--- config.mk ---
export PLATFORM = sky130hd
export DESIGN_NAME = multicycle_control_flat
export DESIGN_NICKNAME = d
export VERILOG_FILES = /design/src/rtl/multicycle_control_if.sv /design/src/rtl/multicycle_control.sv /design/src/flat_wrapper.sv
export SDC_FILE = /design/constraint.sdc
export NUM_CORES = 1
export LEC_CHECK = 0
export CAP_MARGIN = 20
export CORE_ASPECT_RATIO = 1.1
export CORE_MARGIN = 2
export CORE_UTILIZATION = 40
export CTS_CLUSTER_DIAMETER = 100
export CTS_CLUSTER_SIZE = 8
export DETAILED_ROUTE_END_ITERATION = 6
export HOLD_SLACK_MARGIN = 0.06
export PLACE_DENSITY_LB_ADDON = 0.3
export SLEW_MARGIN = 5
export SYNTH_ARGS = -nofsm -noshare
export SYNTH_HDL_FRONTEND = slang
export SYNTH_SLANG_ARGS = --single-unit
export TNS_END_PERCENT = 100
--- constraint.sdc ---
create_clock -name clk -period 1.88 [get_ports clk]
set_input_delay 0.376 -clock clk [delete_from_list [all_inputs] [get_ports clk]]
set_output_delay 0.376 -clock clk [all_outputs]
set_load 0.03 [all_outputs]
--- src/rtl/multicycle_control_if.sv ---
// multicycle_control_if: datapath-facing signals of the multi-cycle controller.
interface multicycle_control_if #(parameter int CNT_W = 16);
  logic [5:0] opcode;
  logic zero, mem_ready;
  logic pc_write, pc_write_cond, pc_en, i_or_d, mem_read, mem_write, ir_write;
  logic mem_to_reg, reg_dst, reg_write, alu_src_a;
  logic [1:0] alu_src_b, alu_op, pc_source;
  logic [3:0] state;
  logic illegal_op;
  logic [CNT_W-1:0] retired;
  modport master (
    input opcode, zero, mem_ready,
    output pc_write, pc_write_cond, pc_en, i_or_d, mem_read, mem_write, ir_write,
    output mem_to_reg, reg_dst, reg_write, alu_src_a, alu_src_b, alu_op, pc_source,
    output state, illegal_op, retired
  );
  modport slave (
    output opcode, zero, mem_ready,
    input pc_write, pc_write_cond, pc_en, i_or_d, mem_read, mem_write, ir_write,
    input mem_to_reg, reg_dst, reg_write, alu_src_a, alu_src_b, alu_op, pc_source,
    input state, illegal_op, retired
  );
endinterface

--- src/rtl/multicycle_control.sv ---
// multicycle_control: multi-cycle MIPS-style control FSM with a retired-instruction counter.
module multicycle_control #(parameter int CNT_W = 16) (
  input logic clk,
  input logic rst_n,
  multicycle_control_if.master bus
);
  typedef enum logic [3:0] {
    FETCH = 4'd0, DECODE = 4'd1, MEM_ADDR = 4'd2, MEM_READ = 4'd3, MEM_WB = 4'd4,
    MEM_WRITE = 4'd5, R_EXEC = 4'd6, R_WB = 4'd7, BRANCH = 4'd8, JUMP = 4'd9
  } state_t;
  localparam logic [5:0] OP_R = 6'b000000, OP_LW = 6'b100011, OP_SW = 6'b101011;
  localparam logic [5:0] OP_BEQ = 6'b000100, OP_J = 6'b000010;
  state_t st, nxt;
  logic [CNT_W-1:0] cnt;
  logic is_r, is_lw, is_sw, is_beq, is_j, retire;
  logic pw, pwc, iod, mrd, mwr, irw, m2r, rd, rw, asa, ill;
  logic [1:0] asb, aop, psrc;
  assign is_r = bus.opcode == OP_R;
  assign is_lw = bus.opcode == OP_LW;
  assign is_sw = bus.opcode == OP_SW;
  assign is_beq = bus.opcode == OP_BEQ;
  assign is_j = bus.opcode == OP_J;
  // MEM_WRITE only retires on the cycle the store actually completes
  assign retire = (st inside {MEM_WB, R_WB, BRANCH, JUMP}) || (st == MEM_WRITE && bus.mem_ready);
  always_ff @(posedge clk or negedge rst_n)
    if (!rst_n) begin
      st <= FETCH;
      cnt <= '0;
    end else begin
      st <= nxt;
      if (retire) cnt <= cnt + 1'b1;
    end
  always_comb begin
    nxt = FETCH;
    {pw, pwc, iod, mrd, mwr, irw, m2r, rd, rw, asa, ill} = '0;
    asb = 2'b00;
    aop = 2'b00;
    psrc = 2'b00;
    case (st)
      FETCH: begin
        nxt = bus.mem_ready ? DECODE : FETCH;
        mrd = 1'b1;
        asb = 2'b01;
        irw = bus.mem_ready;
        pw = bus.mem_ready;
      end
      DECODE: begin
        nxt = (is_lw || is_sw) ? MEM_ADDR : is_r ? R_EXEC : is_beq ? BRANCH : is_j ? JUMP : FETCH;
        asb = 2'b11;
        ill = !(is_lw || is_sw || is_r || is_beq || is_j);
      end
      MEM_ADDR: begin
        nxt = is_lw ? MEM_READ : MEM_WRITE;
        asa = 1'b1;
        asb = 2'b10;
      end
      MEM_READ: begin
        nxt = bus.mem_ready ? MEM_WB : MEM_READ;
        mrd = 1'b1;
        iod = 1'b1;
      end
      MEM_WB: {rw, m2r} = 2'b11;
      MEM_WRITE: begin
        nxt = bus.mem_ready ? FETCH : MEM_WRITE;
        mwr = 1'b1;
        iod = 1'b1;
      end
      R_EXEC: begin
        nxt = R_WB;
        asa = 1'b1;
        aop = 2'b10;
      end
      R_WB: {rw, rd} = 2'b11;
      BRANCH: begin
        asa = 1'b1;
        aop = 2'b01;
        pwc = 1'b1;
        psrc = 2'b01;
      end
      JUMP: begin
        pw = 1'b1;
        psrc = 2'b10;
      end
      default: nxt = FETCH;
    endcase
  end
  assign bus.pc_write = pw;
  assign bus.pc_write_cond = pwc;
  assign bus.pc_en = pw | (pwc & bus.zero);
  assign bus.i_or_d = iod;
  assign bus.mem_read = mrd;
  assign bus.mem_write = mwr;
  assign bus.ir_write = irw;
  assign bus.mem_to_reg = m2r;
  assign bus.reg_dst = rd;
  assign bus.reg_write = rw;
  assign bus.alu_src_a = asa;
  assign bus.alu_src_b = asb;
  assign bus.alu_op = aop;
  assign bus.pc_source = psrc;
  assign bus.state = st;
  assign bus.illegal_op = ill;
  assign bus.retired = cnt;
endmodule

--- src/flat_wrapper.sv ---
// flat-port wrapper written by rule: the top's interface ports become plain ports
module multicycle_control_flat 
#(parameter int CNT_W = 16)
  (clk, rst_n, bus_opcode, bus_zero, bus_mem_ready, bus_pc_write, bus_pc_write_cond, bus_pc_en, bus_i_or_d, bus_mem_read, bus_mem_write, bus_ir_write, bus_mem_to_reg, bus_reg_dst, bus_reg_write, bus_alu_src_a, bus_alu_src_b, bus_alu_op, bus_pc_source, bus_state, bus_illegal_op, bus_retired);
  multicycle_control_if #(.CNT_W(CNT_W)) bus_i ();
  input logic clk;
  input logic rst_n;
  input wire logic [$bits(bus_i.opcode)-1:0] bus_opcode;
  input wire logic [$bits(bus_i.zero)-1:0] bus_zero;
  input wire logic [$bits(bus_i.mem_ready)-1:0] bus_mem_ready;
  output wire logic [$bits(bus_i.pc_write)-1:0] bus_pc_write;
  output wire logic [$bits(bus_i.pc_write_cond)-1:0] bus_pc_write_cond;
  output wire logic [$bits(bus_i.pc_en)-1:0] bus_pc_en;
  output wire logic [$bits(bus_i.i_or_d)-1:0] bus_i_or_d;
  output wire logic [$bits(bus_i.mem_read)-1:0] bus_mem_read;
  output wire logic [$bits(bus_i.mem_write)-1:0] bus_mem_write;
  output wire logic [$bits(bus_i.ir_write)-1:0] bus_ir_write;
  output wire logic [$bits(bus_i.mem_to_reg)-1:0] bus_mem_to_reg;
  output wire logic [$bits(bus_i.reg_dst)-1:0] bus_reg_dst;
  output wire logic [$bits(bus_i.reg_write)-1:0] bus_reg_write;
  output wire logic [$bits(bus_i.alu_src_a)-1:0] bus_alu_src_a;
  output wire logic [$bits(bus_i.alu_src_b)-1:0] bus_alu_src_b;
  output wire logic [$bits(bus_i.alu_op)-1:0] bus_alu_op;
  output wire logic [$bits(bus_i.pc_source)-1:0] bus_pc_source;
  output wire logic [$bits(bus_i.state)-1:0] bus_state;
  output wire logic [$bits(bus_i.illegal_op)-1:0] bus_illegal_op;
  output wire logic [$bits(bus_i.retired)-1:0] bus_retired;
  assign bus_i.opcode = bus_opcode;
  assign bus_i.zero = bus_zero;
  assign bus_i.mem_ready = bus_mem_ready;
  assign bus_pc_write = bus_i.pc_write;
  assign bus_pc_write_cond = bus_i.pc_write_cond;
  assign bus_pc_en = bus_i.pc_en;
  assign bus_i_or_d = bus_i.i_or_d;
  assign bus_mem_read = bus_i.mem_read;
  assign bus_mem_write = bus_i.mem_write;
  assign bus_ir_write = bus_i.ir_write;
  assign bus_mem_to_reg = bus_i.mem_to_reg;
  assign bus_reg_dst = bus_i.reg_dst;
  assign bus_reg_write = bus_i.reg_write;
  assign bus_alu_src_a = bus_i.alu_src_a;
  assign bus_alu_src_b = bus_i.alu_src_b;
  assign bus_alu_op = bus_i.alu_op;
  assign bus_pc_source = bus_i.pc_source;
  assign bus_state = bus_i.state;
  assign bus_illegal_op = bus_i.illegal_op;
  assign bus_retired = bus_i.retired;
  multicycle_control #(.CNT_W(CNT_W)) u_core (.clk(clk), .rst_n(rst_n), .bus(bus_i));
endmodule
==> flow_metrics.tcl, run 1 <==
set metrics [dict create \
    status "finished with violations" \
    failed_checks "negative setup slack" \
    pre_cts_slack_ps -107 \
    netlist_area_before_placement_um2 1230 \
    seq_area_frac_synth 0.405 \
    final-hold-violation-count 0 \
    setup_violation_total_in_the_final_timing_report 1 \
    drcViolationCount 0 \
    finish.instance_area_um2 1990 \
    start_util 0.412 \
    htreeDepth 1 \
    placedInstanceArea_um2 1810 \
    gr_busiest_metal "met2" \
    timing.reg2reg.worst_path_depth 6 \
    post_route_cells_drive_above_1_share 0.340 \
    layout.core_utilization 0.665 \
    cts_tree "built" \
    max_slew.worst_pin.slew_ps 332 \
    power-per-cell-area_nw_per_um2 643 \
    crit_chain "buf_6 > or2_4 > and3b_1 > buf_6" \
    num_io_pins 48 \
    number_of_global_route_vias_before_repair 1175 \
    detailedRoute.firstIterationViolations 36 \
    antenna_found_initial 0 \
    ys_warn_count 0 \
    critical_path.endpoint_type "primary output" \
    timing.critical_path.max_delay_family "simple AND/OR/NAND/NOR gates" \
    detail_route.vias_per_cell 5.20 \
    required_time_of_the_critical_path_ps 1500 \
    worst_slew_margin_rel 0.777 \
    r2r-end "u_core.bus.retired[1]" \
    worst_hold_path_type "input pin to async pin" \
    rows 21 \
    grt_first_pass_wirelength_um 5600 \
    grt_setup_unrepaired "true" \
    startpoint "u_core.bus.state[3]" \
    clkSinkCount 20 \
    grt-ovfl-total 0 \
    setup_ws_ps -12.9 \
    die-area_um2 3550 \
    crit_type "flop to primary output" \
    synth_enable_flop_cells 0 \
    cts.hold.buffers_added 0 \
    capturing_element_of_the_worst_setup_path "bus_mem_read" \
    rrSetupSlack_ps 150 \
    core_um2 3000 \
    maximum_number_of_pins_on_one_net_before_global_route_repair 21 \
    critPathBufInv 2 \
    clk_latency_ps 290 \
    dp_hpwl_um 2320 \
    clk_pin_slew_ps 110 \
    share_of_synthesized_registers_carrying_an_async_set_or_reset 1.00 \
    worst_clock_skew_ps 1.32 \
    fillerInstances 236 \
    cap_viol_max_count 0 \
    min_period_over_period 1.01 \
    antenna_violating_nets_post_route 0 \
    place_inst 219 \
    route.detailed.wl_per_inst_um 13.8 \
    critPathArrivalTime_ps 1520 \
    use_met2 0.345 \
    synth_seq_cells 20 \
    cp_num_cells 4 \
    cp_slowest_cell "dfrtp_1" \
    gr-usage-all-layers 0.193 \
    netlist-cell-type-count 42 \
    via_count 1202 \
    mappedNetlistNets 142 \
    ir_drop_mv 0.589 \
    chip_width_um 57.0 \
    synthesis.instances 131 \
    area_delta_synth_final_pct 61.2 \
    synth.avg_cell_area_um2 9.43 \
    crit_path_frequent_cell "buf_6" \
    critical_path.startpoint_type "flop" \
    clock.fmax_mhz 528 \
    leakagePower_nw 0.879 \
    finalWeightedCongestion 0.827 \
    critical_path.max_stage_delay_ps 430 \
    instances_no_fill 231 \
    final.min_clock_period_ps 1890 \
    cts_made_buffers 3 \
    ys_dominant_reg_cell "dfrtp_1" \
    cts_root_buf "clkbuf_4" \
    pins_over_their_slew_limit 0 \
    firstDrtPassIters 4 \
    clock_path_buffers 2 \
    grt.met1_usage 0.246 \
    crit_fanout 8 \
    whs_ps 402 \
    timing.rr.start "u_core.bus.state[3]" \
    num_antenna_cells 0 \
    io_buffer_count 47 \
    postRouteWirelength_um 3190 \
    final_nets 209 \
    chipHeight_um 62.3 \
    use_met3 0.0229 \
]
-- sequential cells by signal (all words and copies together) (netlist names) --
signal	count
u_core.bus.retired	16
u_core.bus.state	4
-- worst register-to-register path, cell delays in order (launching register included) --
cell	delay [ps]
dfrtp_1	430
buf_6	150
nand4b_1	220
buf_4	170
o21a_2	130
nand2_2	170
mux2_2	360
-- logic make-up (layout without fill, tap and decap cells) --
kind of cell / Yosys count / in the layout / share of synthesized area
buf+inv: 10 / 76 / 0.0466
compound gates: 17 / 17 / 0.0942
xor+xnor: 17 / 17 / 0.121
flops: 20 / 20 / 0.405
mux: 1 / 1 / 0.00912
simple gates: 65 / 65 / 0.314
fa+ha+maj: 1 / 1 / 0.0101
-- layout make-up --
class / count / area, um^2 / area share
Tap cell: 34 / 42.5 / 0.0214
Inverter: 3 / 11.3 / 0.00566
Clock buffer: 4 / 36.3 / 0.0182
Sequential cell: 20 / 503 / 0.253
Multi-Input combinational cell: 101 / 767 / 0.385
Timing Repair Buffer: 69 / 631 / 0.317
-- where the power goes --
part	internal [mW]	total [mW]	switching (mW)
clock network	0.118	0.242	0.124
registers	0.474	0.545	0.0706
logic	0.216	0.494	0.278
-- how the worst min path moves through the flow --
stage | startpoint | to | slack, ps | depth (start not counted)
6_report | rst_n | u_core.bus.retired[7] | 400 | 2
3_3_place_gp | u_core.bus.retired[15] | u_core.bus.retired[15] | 460 | 1
4_1_cts | rst_n | u_core.bus.retired[7] | 410 | 2
2_1_floorplan | rst_n | u_core.bus.retired[0] | 80 | 0
3_5_place_dp | u_core.bus.retired[15] | u_core.bus.retired[15] | 470 | 1
5_1_grt | rst_n | u_core.bus.retired[8] | 420 | 2
-- placed cells by master (no fill, tap or decap), drive strengths merged --
master and instances:
nand3b 1, ha 1, a21oi 6, nand4b 1
dlygate4sd2 5, and2 1, buf 39, dfrtp 20
xnor2 15, dlymetal6s2s 3, o22ai 2, nor2 11
a21o 1, o21ai 3, a21boi 1, o31ai 1
o21a 2, clkdlybuf4s50 20, a211o 1, and3b 1
nor4 2, or2 1, or4 1, and4 2
nand3 6, nor2b 2, nand2 7, clkdlybuf4s15 1
inv 3, nand2b 9, nand4 7, or4b 1
xor2 2, or2b 1, clkbuf 5, nor3 8
mux2 1, and3 3
-- stage by stage --
step	setup TNS [ps]	power, mW
6_report	-12.9	1.28
5_1_grt	-346	1.36
4_1_cts	0	1.28
3_5_place_dp	-685	1.03
3_3_place_gp	-313	1.02
2_1_floorplan	-418	0.819
-- Yosys cell counts (all sizes together), types with 2 or more instances --
master  instances  area (um^2)
o21a            2         16.3
nor4            2         12.5
o22ai           2         12.5
nor2b           2         12.5
nand2           7         28.8
dfrtp          20          500
xor2            2         17.5
xnor2          15          131
buf             4         35.0
nor2           11         43.8
and3            3         18.8
nand3           6         30.0
o21ai           3         15.0
nor3            8         40.0
and4            2         17.5
clkbuf          3         11.3
nand4           7         43.8
inv             3         11.3
nand2b          9         71.3
a21oi           6         41.3
-- metal layers --
layer  vias up  part of all wire
met5         -                 0
met4         0            0.0044
met3         2             0.042
met2        32              0.54
met1       573              0.41
li1        595                 -
-- repair_timing --
item	in CTS	in global routing
pin swaps	6	2
resized for setup	17	15
buffers inserted	7	1
setup endpoints to repair	15	13
(Power assumes the default switching activity.)
==> run 2, diff against run 1 <==
CTS_CLUSTER_DIAMETER = 60   (was 100)
==> results of run 2 <==
Same layout as run 1: the final DEF is identical, and so are final timing and power.
